$ cat src/rtl/mdr_mem_ctrl.sv
// MAR/MDR holding stage with a read/write handshake to a 32-bit word memory.
// Drives MDR onto the datapath bus and flags a memory that never acknowledges.
module mdr_mem_ctrl #(
    parameter int ADDR_W  = 9,
    parameter int TIMEOUT = 15
) (
    input  logic              clock,
    input  logic              clear,
    input  logic [31:0]       BusMuxOut,
    input  logic              MARin,
    input  logic              MDRin,
    input  logic              Read,
    input  logic              Write,
    input  logic [31:0]       mem_rdata,
    input  logic              mem_ready,
    output logic [ADDR_W-1:0] mem_addr,
    output logic [31:0]       mem_wdata,
    output logic              mem_rd,
    output logic              mem_wr,
    output logic [31:0]       BusMuxIn_MDR,
    output logic              mem_busy,
    output logic              mem_done,
    output logic              mem_err
);

    typedef enum logic [1:0] {
        IDLE    = 2'd0,
        RD_WAIT = 2'd1,
        WR_WAIT = 2'd2,
        DONE    = 2'd3
    } state_t;

    localparam logic [7:0] LAST_WAIT = 8'(TIMEOUT - 1);

    state_t            state;
    logic [ADDR_W-1:0] mar;
    logic [31:0]       mdr;
    logic [7:0]        wait_cnt;

    // NOTE: all state uses non-blocking assignments so every register samples
    // the pre-edge values of its neighbours, independent of statement order.
    always_ff @(posedge clock) begin
        if (clear) begin
            state    <= IDLE;
            mar      <= '0;
            mdr      <= '0;
            wait_cnt <= '0;
            mem_err  <= 1'b0;
        end else begin
            case (state)
                IDLE: begin
                    if (MARin)
                        mar <= BusMuxOut[ADDR_W-1:0];
                    // A pending read owns MDR, so the bus load is dropped.
                    if (MDRin && !Read)
                        mdr <= BusMuxOut;
                    if (Read) begin
                        state    <= RD_WAIT;
                        wait_cnt <= '0;
                        mem_err  <= 1'b0;
                    end else if (Write) begin
                        state    <= WR_WAIT;
                        wait_cnt <= '0;
                        mem_err  <= 1'b0;
                    end
                end
                RD_WAIT: begin
                    if (mem_ready) begin
                        mdr   <= mem_rdata;
                        state <= DONE;
                    end else if (wait_cnt == LAST_WAIT) begin
                        state   <= DONE;
                        mem_err <= 1'b1;
                    end else begin
                        wait_cnt <= wait_cnt + 8'd1;
                    end
                end
                WR_WAIT: begin
                    if (mem_ready) begin
                        state <= DONE;
                    end else if (wait_cnt == LAST_WAIT) begin
                        state   <= DONE;
                        mem_err <= 1'b1;
                    end else begin
                        wait_cnt <= wait_cnt + 8'd1;
                    end
                end
                DONE:    state <= IDLE;
                default: state <= IDLE;
            endcase
        end
    end

    // Handshake outputs decode the state register only; no input reaches them.
    assign mem_rd       = (state == RD_WAIT);
    assign mem_wr       = (state == WR_WAIT);
    assign mem_done     = (state == DONE);
    assign mem_busy     = (state != IDLE);
    assign mem_addr     = mar;
    assign mem_wdata    = mdr;
    assign BusMuxIn_MDR = mdr;

endmodule

$ cat config.mk
export PLATFORM = sky130hd
export DESIGN_NAME = mdr_mem_ctrl
export DESIGN_NICKNAME = d
export VERILOG_FILES = /design/src/rtl/mdr_mem_ctrl.sv
export SDC_FILE = /design/constraint.sdc
export NUM_CORES = 1
export LEC_CHECK = 0
export ABC_CLOCK_PERIOD_IN_PS = 2250
export BUFFER_PORTS_ARGS = -buffer_cell sky130_fd_sc_hd__buf_2
export CELL_PAD_IN_SITES_DETAIL_PLACEMENT = 1
export CELL_PAD_IN_SITES_GLOBAL_PLACEMENT = 1
export CORE_AREA = 2 2 122 77
export CTS_BUF_LIST = sky130_fd_sc_hd__clkbuf_8
export CTS_CLUSTER_SIZE = 14
export DETAILED_ROUTE_END_ITERATION = 6
export DIE_AREA = 0 0 124 79
export PLACE_DENSITY_LB_ADDON = 0.1
export SLEW_MARGIN = 15
export SYNTH_ARGS = -nofsm -noshare
export SYNTH_HDL_FRONTEND = slang
export SYNTH_SLANG_ARGS = --single-unit
$ cat constraint.sdc
create_clock -name clock -period 2.25 [get_ports clock]
set_clock_uncertainty 0.05 [all_clocks]
set_input_delay 0.3375 -clock clock [delete_from_list [all_inputs] [get_ports clock]]
set_output_delay 0.3375 -clock clock [all_outputs]
set_load 0.05 [all_outputs]
==> results.env, run 1 <==
RUN_STATUS='complete, no violations'
DRT_WL_TOTAL_UM=7720
MAX_CLOCK_FREQ_MHz=476
CTS-HTREE-LEVELS=2
SYNTH_CELLS=303
COREAREA_MM2=0.00878
GRT_MAX_DEGREE=53
FIRST_ITER_VIOLATIONS=111
GLOBALPLACE.CONGESTION=0.826
AREAGROWTHSYNTHTOFINISH_PCT=27.3
WORSTSKEWPAIRLATENCY_PS=310
FP-ROW-COUNT=27
CLKSLEWWORSTSETUPHOLDPATHS_PS=100
FINALHOLDVIOLCOUNT=0
MAX_SLEW.WORST_PIN.SLEW_PS=626
ANTENNADIODECOUNT=0
ROUTE.VIAS.TOTAL=2541
MAX-CLOCK-PATH-BUFFERS=2
RELATIVE_CONTRIBUTION_OF_COMBINATIONAL_CELLS_TO_TOTAL_POWER=0.647
IO_PINS=149
POWER_DENSITY_mW_PER_MM2=1550
HOLD_PATH.CLASS='input port to flip-flop'
DIE_AREA_MM2=0.00980
AVERAGE_FOOTPRINT_OF_A_SYNTHESIZED_CELL_UM2=8.90
LAYOUT_COMMONEST_CELL='sky130_fd_sc_hd__buf_2'
POST_DRT_WL_PER_CELL_UM=14.6
GRT_ANTENNA_BEFORE_REPAIR=0
DETAIL-ROUTE-ANTENNA-NETS=0
FRACTION_OF_THE_YOSYS_AREA_TAKEN_BY_SEQUENTIAL_CELLS=0.386
DOMINANTREGCELLSYNTH='sky130_fd_sc_hd__dfxtp_1'
SETUP-VIOLATIONS-FINAL=0
OVERALL_ROUTING_RESOURCE_USAGE=0.153
SEQ_POWER_SHARE=0.252
CTS_HOLD_BUFFERS=0
POWER.SHARE.SWITCHING=0.568
ROUTE.DETAILED.VIAS_PER_INST=4.79
DIE_X_UM=124
SYNTH_SEQ_CELLS=52
MAX_TRANSITION_MARGIN=0.583
FINAL_CELL_MIX='sky130_fd_sc_hd__buf_2 (148), sky130_fd_sc_hd__dfxtp_1 (51), sky130_fd_sc_hd__nor2_1 (37)'
DRTPASS1ITERATIONS=4
VIA_COUNT_OF_THE_FIRST_GLOBAL_ROUTING_PASS=2342
SYNTHESIS.YOSYS.WARNINGS=0
HPWL_UM=5950
MAXCAPVIOLATIONS=0
MAX-VDD-IR-DROP_uV=561
NUM-NETS-FINAL=491
WIRE_LENGTH_OF_THE_FIRST_GLOBAL_ROUTING_PASS_UM=11800
CTS-BUFFERS-INSERTED=5
PORT-BUFFER-COUNT=148
TRITONCTS='built'
START_UTIL=0.307
REMAINING_DRC_ERRORS=0
RSZ0062_AT_GRT='no'
SYNTHARSTFLOPSHARE=0
POWER.SWITCHING_mW=3.02
YOSYS.CELL_TYPES.COUNT=35
WORST-PATH-MAX-FANOUT=10
NET_COUNT_AFTER_SYNTHESIS=381
TIMING.FINAL.CRIT_SHARE=0.934
DIE-HEIGHT_UM=79
NETLIST_AREA_MM2=0.00270
CLOCK_SINK_COUNT=52
CLK_ROOT_BUFFER_CELL='sky130_fd_sc_hd__clkbuf_8'
CELLINTERNALPOWER_mW=2.29
REQUIRED_TIME_WORST_ENDPOINT_PS=2440
SYNTH_EDF_COUNT=0
CRITPATHCAPTURETYPE='flip-flop'
LEAKAGEPOWER_nW=1.56
HOLD_WS_PS=231
REGTOREGSETUPSLACK_PS=150
POST-CTS-SETUP-BUFFER-COUNT=0
CRITPATHKIND='flip-flop to flip-flop'
SLEW_VIOLATIONS=0
PERIOD_MINUS_SLACK_PS=2100
GRT_OVERFLOW=0
FIN_SETUP_TNS_PS=0
DRIVE_ABOVE_1_SHARE=0.411
CRIT_PATH_START_KIND='flip-flop'
PWR-SHARE-CLK=0.102
WORSTPATHARRIVAL_PS=2290
## kinds of logic after synthesis
kind of cell	count (synthesis)	share of synthesized area
and+or+nand+nor	80	0.142
AOI/OAI and AO/OA	71	0.184
adders and majority gates	7	0.0325
DFF	52	0.386
buffers and inverters	60	0.134
muxes	33	0.122
## power groups by stage
stage / combinational (mW) / sequential, mW / clock, mW
floorplan: 2.16 / 2.09 / 0
global placement: 3.43 / 1.35 / 0
detailed placement: 3.45 / 1.36 / 0
CTS: 3.45 / 1.34 / 0.578
global route: 3.68 / 1.38 / 0.618
finish: 3.43 / 1.34 / 0.540
## sequential cells by signal (all words and copies together), names as in the netlist
signal,count
BusMuxIn_MDR,32
mem_addr,9
mem_err,1
state,2
wait_cnt,8
## metal layers
layer | share of wire | GRT usage
met5 | 0 | 0
met4 | 0.0047 | 0.0303
met1 | 0.50 | 0.214
met3 | 0.072 | 0.0388
met2 | 0.43 | 0.240
## final timing paths
check	startpoint	end	depth (start not counted)
hold reg to reg	mem_addr[8]	mem_addr[8]	2
setup / recovery	state[1]	wait_cnt[3]	6
hold / removal	BusMuxOut[0]	mem_addr[0]	3
setup reg to reg	state[1]	wait_cnt[3]	6
## cell type report
class / instances / area (um2)
clock buffer: 5 / 68.8
clock inverter: 3 / 20.0
fill: 1085 / 5350
inverter: 8 / 30.0
multi-input combinational: 191 / 1310
sequential: 52 / 1040
tap: 116 / 145
timing repair buffer: 155 / 818
## worst max-delay path, cell delays in order, from the launching register on
cell,delay [ps]
sky130_fd_sc_hd__dfxtp_1,360
sky130_fd_sc_hd__inv_1,100
sky130_fd_sc_hd__ha_2,400
sky130_fd_sc_hd__nor2_1,90
sky130_fd_sc_hd__a211o_2,370
sky130_fd_sc_hd__or4_1,520
sky130_fd_sc_hd__a21oi_1,150
## stage by stage
stage,instance area (um2),worst slack [ps],power (mW),util,std cells
floorplan,2700,29.5,4.24,-,303
global placement,3340,168,4.78,0.380,522
detailed placement,3340,79.8,4.81,0.380,522
CTS,3430,47.6,5.37,0.390,530
global route,3430,6.45,5.67,0.391,530
finish,3430,149,5.31,0.391,530
## cell usage after synthesis, drive strengths merged, types with 2 or more instances
cell type | instances | share of area
a21oi | 18 | 0.035
dfxtp | 52 | 0.39
inv | 8 | 0.011
or4 | 4 | 0.011
buf | 37 | 0.10
nor2b | 4 | 0.0093
a211o | 2 | 0.0065
nand2 | 13 | 0.018
nor2 | 37 | 0.051
nand2b | 2 | 0.0046
nand4 | 3 | 0.0070
mux2i | 33 | 0.12
clkbuf | 15 | 0.021
o21ai | 2 | 0.0037
ha | 7 | 0.032
o211ai | 2 | 0.0056
a211oi | 34 | 0.095
o31ai | 6 | 0.017
nand3 | 11 | 0.020
## timing repair
action / in CTS / in global routing
endpoints found under the setup margin: 0 / 6
gates resized for setup: 0 / 3
hold endpoints to repair: 0 / 0
(Power assumes the default switching activity.)
==> inputs of run 2 (changes only) <==
--- a/config.mk
+++ b/config.mk
@@ -9,11 +9,11 @@
 export BUFFER_PORTS_ARGS = -buffer_cell sky130_fd_sc_hd__buf_2
 export CELL_PAD_IN_SITES_DETAIL_PLACEMENT = 1
 export CELL_PAD_IN_SITES_GLOBAL_PLACEMENT = 1
-export CORE_AREA = 2 2 122 77
+export CORE_AREA = 5 5 125 80
 export CTS_BUF_LIST = sky130_fd_sc_hd__clkbuf_8
 export CTS_CLUSTER_SIZE = 14
 export DETAILED_ROUTE_END_ITERATION = 6
-export DIE_AREA = 0 0 124 79
+export DIE_AREA = 0 0 130 85
 export PLACE_DENSITY_LB_ADDON = 0.1
 export SLEW_MARGIN = 15
 export SYNTH_ARGS = -nofsm -noshare
==> run 2 against run 1 <==
Compared with the run above:
- first-iteration DRC count is 5.4% lower
- global-route usage is 0.77 points lower
- sequential share of layout area is 0.15 points lower
- final area is 0.36% higher
- combinational power hardly changed
- routed wire length is 7.5% higher
- highest routed layer unchanged
==> results.env, run 2 (synthesis results as in run 1) <==
FINISH.CELL_COUNT_WITHOUT_FILLERS=530  # unchanged
WIRE_LENGTH_OF_THE_FIRST_GLOBAL_ROUTING_PASS_UM=13200  # +12%
DIE-HEIGHT_UM=85  # +7.6%
AREAGROWTHSYNTHTOFINISH_PCT=27.8
OVERALL_ROUTING_RESOURCE_USAGE=0.146  # -0.00767
DIE_AREA_MM2=0.0111  # +13%
FINALHOLDVIOLCOUNT=0  # unchanged
START_UTIL=0.307  # unchanged
TRITONCTS='built'
ANTENNADIODECOUNT=0  # unchanged
LAYOUT_COMMONEST_CELL='sky130_fd_sc_hd__buf_2'
MAX_CLOCK_FREQ_MHz=466  # -2.1%
DIE_X_UM=130  # +4.8%
MAX_SLEW.WORST_PIN.SLEW_PS=654  # +28.1 ps
DRIVE_ABOVE_1_SHARE=0.408  # -0.00242
TIMING.HOLD.WORST_PATH_DEPTH=3  # unchanged
CRITICAL_PATH_S_LARGEST_STAGE_DELAY_PS=510  # about the same
PWR-SHARE-CLK=0.117  # +0.015
MAX-CLOCK-PATH-BUFFERS=2  # unchanged
CELLINTERNALPOWER_mW=2.40  # +4.5%
GRT_ANTENNA_BEFORE_REPAIR=0  # unchanged
LARGEST_REGISTER_FFS=32  # unchanged
COREAREA_MM2=0.00878  # unchanged
WORST_R2R_STARTPOINT='state[0]'
LEAKAGEPOWER_nW=1.57  # +0.73%
TIMING.FINAL.CRIT_SHARE=0.954  # +0.0201
FINAL_CELL_MIX='sky130_fd_sc_hd__buf_2 (148), sky130_fd_sc_hd__dfxtp_1 (52), sky130_fd_sc_hd__nor2_1 (37)'
VIA_COUNT_OF_THE_FIRST_GLOBAL_ROUTING_PASS=2636  # +13%
RSZ0062_AT_GRT='no'
SEQ_POWER_SHARE=0.246  # -0.006
CLK_ROOT_BUFFER_CELL='sky130_fd_sc_hd__clkbuf_8'
PATH_CELLS='inv_1, ha_2, nor2_1, a211o_4, or4_1, a21oi_1'
MAXCAPVIOLATIONS=0  # unchanged
GRT_OVERFLOW=0  # unchanged
DETAIL-ROUTE-ANTENNA-NETS=0  # unchanged
POST-PLACE-CELLS=522  # unchanged
POWER.SHARE.SWITCHING=0.559  # -0.00898
ROUTE.DETAILED.VIAS_PER_INST=4.82  # +0.51%
POWER.SWITCHING_mW=3.04  # +0.79%
HOLD_PATH.CLASS='input port to flip-flop'
RELATIVE_CONTRIBUTION_OF_COMBINATIONAL_CELLS_TO_TOTAL_POWER=0.637  # -0.010
CRITPATHKIND='flip-flop to flip-flop'
RUN_STATUS='complete, no violations'
NUM-NETS-FINAL=491  # unchanged
WORSTPATHARRIVAL_PS=2330  # +40 ps
FIN_SETUP_TNS_PS=0  # unchanged
CTS-BUFFERS-INSERTED=5  # unchanged
PRE_CTS_WS_PS=52.5  # -27.3 ps
POST_DRT_WL_PER_CELL_UM=15.7  # +7.5%
WORST-PATH-MAX-FANOUT=10  # unchanged
CLOCK_SINK_COUNT=52  # unchanged
DRT_WL_TOTAL_UM=8300  # +7.5%
PORT-BUFFER-COUNT=148  # unchanged
R2R_CELLS=6  # unchanged
REQUIRED_TIME_WORST_ENDPOINT_PS=2430  # about the same
POST-ROUTE-WORST-SETUP-SLACK_PS=104  # -45.2 ps
IO_PINS=149  # unchanged
MAX-VDD-IR-DROP_uV=830  # +48%
HPWL_UM=6500  # +9.1%
GLOBALPLACE.CONGESTION=0.809  # -2.2%
GRT_MAX_DEGREE=65  # +23%
REMAINING_DRC_ERRORS=0  # unchanged
MAX_TRANSITION_MARGIN=0.564  # -0.0188
FIRST_ITER_VIOLATIONS=105  # -5.4%
ROUTE.VIAS.TOTAL=2554  # +0.51%
SETUP-VIOLATIONS-FINAL=0  # unchanged
WORSTSKEWPAIRLATENCY_PS=300  # about the same
CTS-HTREE-LEVELS=2  # unchanged
CRITICAL-PATH-SLOWEST-CELL='sky130_fd_sc_hd__or4_1'
CLKSLEWWORSTSETUPHOLDPATHS_PS=100  # about the same
FP-ROW-COUNT=27  # unchanged
HP-START='BusMuxOut[5]'
POWER_DENSITY_mW_PER_MM2=1580  # +2.0%
CRIT_PATH_START_KIND='flip-flop'
PERIOD_MINUS_SLACK_PS=2150  # +45.2 ps
SETUP.WORST_PATH.START='state[0]'
SLEW_VIOLATIONS=0  # unchanged
CRITPATHCAPTURETYPE='flip-flop'
DRTPASS1ITERATIONS=4  # unchanged
-- run 2: cell types whose count changed in the layout (fill, tap and decap cells not counted) --
cell / previous run / this run
sky130_fd_sc_hd__a211o_2: 1 / 0
sky130_fd_sc_hd__a211o_4: 0 / 1
sky130_fd_sc_hd__buf_12: 2 / 1
sky130_fd_sc_hd__buf_4: 5 / 6
sky130_fd_sc_hd__bufinv_16: 0 / 1
sky130_fd_sc_hd__clkinv_2: 0 / 1
sky130_fd_sc_hd__clkinv_4: 1 / 0
sky130_fd_sc_hd__clkinvlp_4: 1 / 0
sky130_fd_sc_hd__dfxtp_1: 51 / 52
sky130_fd_sc_hd__dfxtp_2: 1 / 0
-- run 2: critical path, delay by kind of cell, from the launching register on --
family          cells  cell delay [ps]
flops               1              400
compound gates      2              490
simple gates        2              620
buf+inv             1              110
fa+ha+maj           1              410
-- run 2: final cells by class --
class | instances | area [um2]
timing repair buffer | 155 | 806
clock buffer | 5 | 68.8
clock inverter | 3 | 38.8
fill | 1088 | 5340
multi-input combinational | 191 | 1320
tap | 116 | 145
inverter | 8 | 30.0
sequential | 52 | 1040
-- run 2: metal layers --
metal	routed length [um]	GRT usage
met5	0	0
met4	88	0.0292
met3	581	0.0352
met2	3660	0.228
met1	3970	0.205
-- run 2: metrics by stage --
stage,util,power [mW],hold WS [ps],area (um2)
3_3_place_gp,0.379,4.78,393,3330
2_1_floorplan,-,4.24,402,2700
5_1_grt,0.392,5.79,235,3450
6_report,0.392,5.44,241,3450
4_1_cts,0.391,5.49,225,3440
3_5_place_dp,0.379,4.83,397,3330
-- run 2: worst paths after layout --
| check | endpoint | slack, ps |
|---|---|---|
| setup / recovery | wait_cnt[3] | 100 |
| setup reg to reg | wait_cnt[3] | 100 |
| hold reg to reg | mem_addr[6] | 410 |
| hold / removal | mem_addr[5] | 240 |
-- run 2: timing repair --
action | CTS | global route
gates resized for setup | 0 | 3
setup buffers | 0 | 0
setup endpoints to repair | 0 | 5
hold buffers | 0 | 0
-- run 2: power by group through the flow --
stage               registers (mW)  logic, mW  clock network [mW]
finish                        1.34       3.46               0.637
global route                  1.39       3.69               0.709
detailed placement            1.37       3.47                   0
CTS                           1.35       3.47               0.677
global placement              1.35       3.43                   0
floorplan                     2.09       2.16                   0
==> inputs of run 3 (changes only) <==
--- a/config.mk
+++ b/config.mk
@@ -9,11 +9,11 @@
 export BUFFER_PORTS_ARGS = -buffer_cell sky130_fd_sc_hd__buf_2
 export CELL_PAD_IN_SITES_DETAIL_PLACEMENT = 1
 export CELL_PAD_IN_SITES_GLOBAL_PLACEMENT = 1
-export CORE_AREA = 5 5 125 80
+export CORE_AREA = 5 5 89 111
 export CTS_BUF_LIST = sky130_fd_sc_hd__clkbuf_8
 export CTS_CLUSTER_SIZE = 14
 export DETAILED_ROUTE_END_ITERATION = 6
-export DIE_AREA = 0 0 130 85
+export DIE_AREA = 0 0 94 116
 export PLACE_DENSITY_LB_ADDON = 0.1
 export SLEW_MARGIN = 15
 export SYNTH_ARGS = -nofsm -noshare
==> run 3 against run 2 <==
Compared with the run above:
- first-iteration DRC count is 32% lower
- largest cell class unchanged
- largest power group unchanged
- sequential share of layout area is 0.19 points higher
- sequential power hardly changed
- die area is 1.3% lower
==> results.env, run 3 (synthesis results as in run 1) <==
RUN_STATUS='complete, no violations'
FINAL_CELL_MIX='sky130_fd_sc_hd__buf_2 (148), sky130_fd_sc_hd__dfxtp_1 (52), sky130_fd_sc_hd__nor2_1 (37)'
NUM-NETS-FINAL=491  # unchanged
HOLD_PATH.CLASS='input port to flip-flop'
DRT_WL_TOTAL_UM=8110  # -2.3%
SEQ_POWER_SHARE=0.253  # +0.007
DIE_X_UM=94  # -28%
AREAGROWTHSYNTHTOFINISH_PCT=27.0
WORST_R2R_STARTPOINT='state[0]'
FINALHOLDVIOLCOUNT=0  # unchanged
POWER.SHARE.SWITCHING=0.567  # +0.00808
GRT_ANTENNA_BEFORE_REPAIR=0  # unchanged
HPWL_UM=6290  # -3.2%
RELATIVE_CONTRIBUTION_OF_COMBINATIONAL_CELLS_TO_TOTAL_POWER=0.651  # +0.014
DETAIL-ROUTE-ANTENNA-NETS=0  # unchanged
SLEW_VIOLATIONS=0  # unchanged
CTS_HOLD_BUFFERS=0  # unchanged
RSZ0062_AT_GRT='no'
CRITPATHCAPTURETYPE='flip-flop'
POST-LAYOUT-TOTAL-POWER_mW=5.26  # -3.3%
MAX_TRANSITION_MARGIN=0.581  # +0.0170
GLOBALPLACE.CONGESTION=0.756  # -6.5%
CLKSLEWWORSTSETUPHOLDPATHS_PS=90  # about the same
POST-PLACE-CELLS=526  # +0.77%
PORT-BUFFER-COUNT=148  # unchanged
FIRST_ITER_VIOLATIONS=71  # -32%
CTSRESIZECOUNT=0  # unchanged
WIRE_LENGTH_OF_THE_FIRST_GLOBAL_ROUTING_PASS_UM=12600  # -4.2%
CRIT_PATH_START_KIND='flip-flop'
SETUP-VIOLATIONS-FINAL=0  # unchanged
MAX-VDD-IR-DROP_uV=474  # -43%
CRITPATHCAPTURE='wait_cnt[7]'
ROUTE.VIAS.TOTAL=2545  # -0.35%
CTS-BUFFERS-INSERTED=5  # unchanged
REQUIRED_TIME_WORST_ENDPOINT_PS=2430  # about the same
POST_DRT_WL_PER_CELL_UM=15.2  # -2.9%
DRIVE_ABOVE_1_SHARE=0.404  # -0.00385
MAX-CLOCK-PATH-BUFFERS=2  # unchanged
PWR-SHARE-CLK=0.097  # -0.020
POWER.SWITCHING_mW=2.98  # -1.9%
REGTOREGSETUPSLACK_PS=160  # +50 ps
WORSTSKEWPAIRLATENCY_PS=300  # about the same
CRITPATHKIND='flip-flop to flip-flop'
FIN_SETUP_TNS_PS=0  # unchanged
MAX_SLEW.WORST_PIN.SLEW_PS=628  # -25.5 ps
MAX_CLOCK_FREQ_MHz=477  # +2.4%
DIE_AREA_MM2=0.0109  # -1.3%
POST-CTS-SETUP-BUFFER-COUNT=0  # unchanged
POWER_DENSITY_mW_PER_MM2=1530  # -2.7%
CLOCK_SINK_COUNT=52  # unchanged
IO_PINS=149  # unchanged
CLK_ROOT_BUFFER_CELL='sky130_fd_sc_hd__clkbuf_8'
HP-START='BusMuxOut[5]'
GRT_MAX_DEGREE=65  # unchanged
CELLINTERNALPOWER_mW=2.28  # -5.1%
FINISH.CELL_COUNT_WITHOUT_FILLERS=533  # +0.57%
R2R_CELLS=6  # unchanged
GRT_OVERFLOW=0  # unchanged
FP-ROW-COUNT=38  # +41%
MAXCAPVIOLATIONS=0  # unchanged
ANTENNADIODECOUNT=0  # unchanged
NUM-FILL-CELLS=1082  # -0.55%
START_UTIL=0.312  # +0.00462
LARGEST_REGISTER_FFS=32  # unchanged
SETUP.WORST_PATH.START='state[0]'
OVERALL_ROUTING_RESOURCE_USAGE=0.143  # -0.00284
CRITICAL_REGISTER_TO_REGISTER_PATH_ENDPOINT='wait_cnt[7]'
REMAINING_DRC_ERRORS=0  # unchanged
WORST-PATH-MAX-FANOUT=8  # -2
VIA_COUNT_OF_THE_FIRST_GLOBAL_ROUTING_PASS=2608  # -1.1%
DIE-HEIGHT_UM=116  # +36%
PERIOD_MINUS_SLACK_PS=2090  # -51.2 ps
WORSTPATHARRIVAL_PS=2280  # -50 ps
TIMING.FINAL.CRIT_SHARE=0.931  # -0.0228
LAYOUT_COMMONEST_CELL='sky130_fd_sc_hd__buf_2'
TRITONCTS='built'
LEAKAGEPOWER_nW=1.56  # -0.71%
DRTPASS1ITERATIONS=4  # unchanged
CTS-HTREE-LEVELS=2  # unchanged
ROUTE.DETAILED.VIAS_PER_INST=4.77  # -0.91%
COREAREA_MM2=0.00865  # -1.5%
[run 3: cell count changes in the layout (fill, tap and decap cells not counted)]
cell                        previous run  this run
sky130_fd_sc_hd__a211o_4               1         0
sky130_fd_sc_hd__buf_12                1         2
sky130_fd_sc_hd__bufinv_16             1         0
sky130_fd_sc_hd__a211o_1               1         2
sky130_fd_sc_hd__buf_4                 6         5
[run 3: per-layer routing]
metal | global-route usage | up-vias | part of all wire
met4 | 0.0337 | 0 | 0.0060
met3 | 0.0396 | 4 | 0.074
li1 | - | 1276 | -
met1 | 0.163 | 1176 | 0.42
met2 | 0.262 | 89 | 0.50
met5 | 0 | - | 0
[run 3: per-stage QoR]
stage | setup WS (ps) | hold slack, ps | cell area, um2 | util
floorplan | 29.5 | 402 | 2700 | -
global placement | 191 | 391 | 3350 | 0.387
detailed placement | 132 | 398 | 3350 | 0.387
CTS | 109 | 235 | 3420 | 0.396
global route | 20.4 | 243 | 3430 | 0.396
finish | 155 | 244 | 3430 | 0.396
[run 3: how the worst min path moves through the flow]
stage | slack, ps | cells past startpoint | endpoint
after floorplan | 400 | 2 | wait_cnt[7]
after global placement | 390 | 2 | mem_addr[2]
after detailed placement | 400 | 2 | mem_addr[8]
after CTS | 230 | 3 | mem_addr[5]
after global routing | 240 | 3 | mem_addr[3]
final | 240 | 3 | mem_addr[5]
[run 3: critical path, cell delays in order (launching register included)]
cell and delay, ps:
sky130_fd_sc_hd__dfxtp_1 400, sky130_fd_sc_hd__inv_1 100, sky130_fd_sc_hd__ha_2 390, sky130_fd_sc_hd__nor2_1 90
sky130_fd_sc_hd__a211o_1 330, sky130_fd_sc_hd__or4_1 530, sky130_fd_sc_hd__a21oi_1 140
[run 3: power groups by stage]
stage	registers, mW	logic [mW]	clock network, mW
after floorplan	2.09	2.16	0
after global placement	1.35	3.43	0
after detailed placement	1.36	3.46	0
after CTS	1.34	3.46	0.550
after global routing	1.37	3.65	0.577
final	1.33	3.42	0.509
[run 3: cell type report]
class	count	area, um2	share of cell area
Multi-Input combinational cell	191	1310	0.382
Sequential cell	52	1040	0.304
Timing Repair Buffer	155	818	0.239
Tap cell	120	150	0.0438
Clock buffer	5	68.8	0.0201
Inverter	8	30.0	0.00877
Clock inverter	2	8.76	0.00256
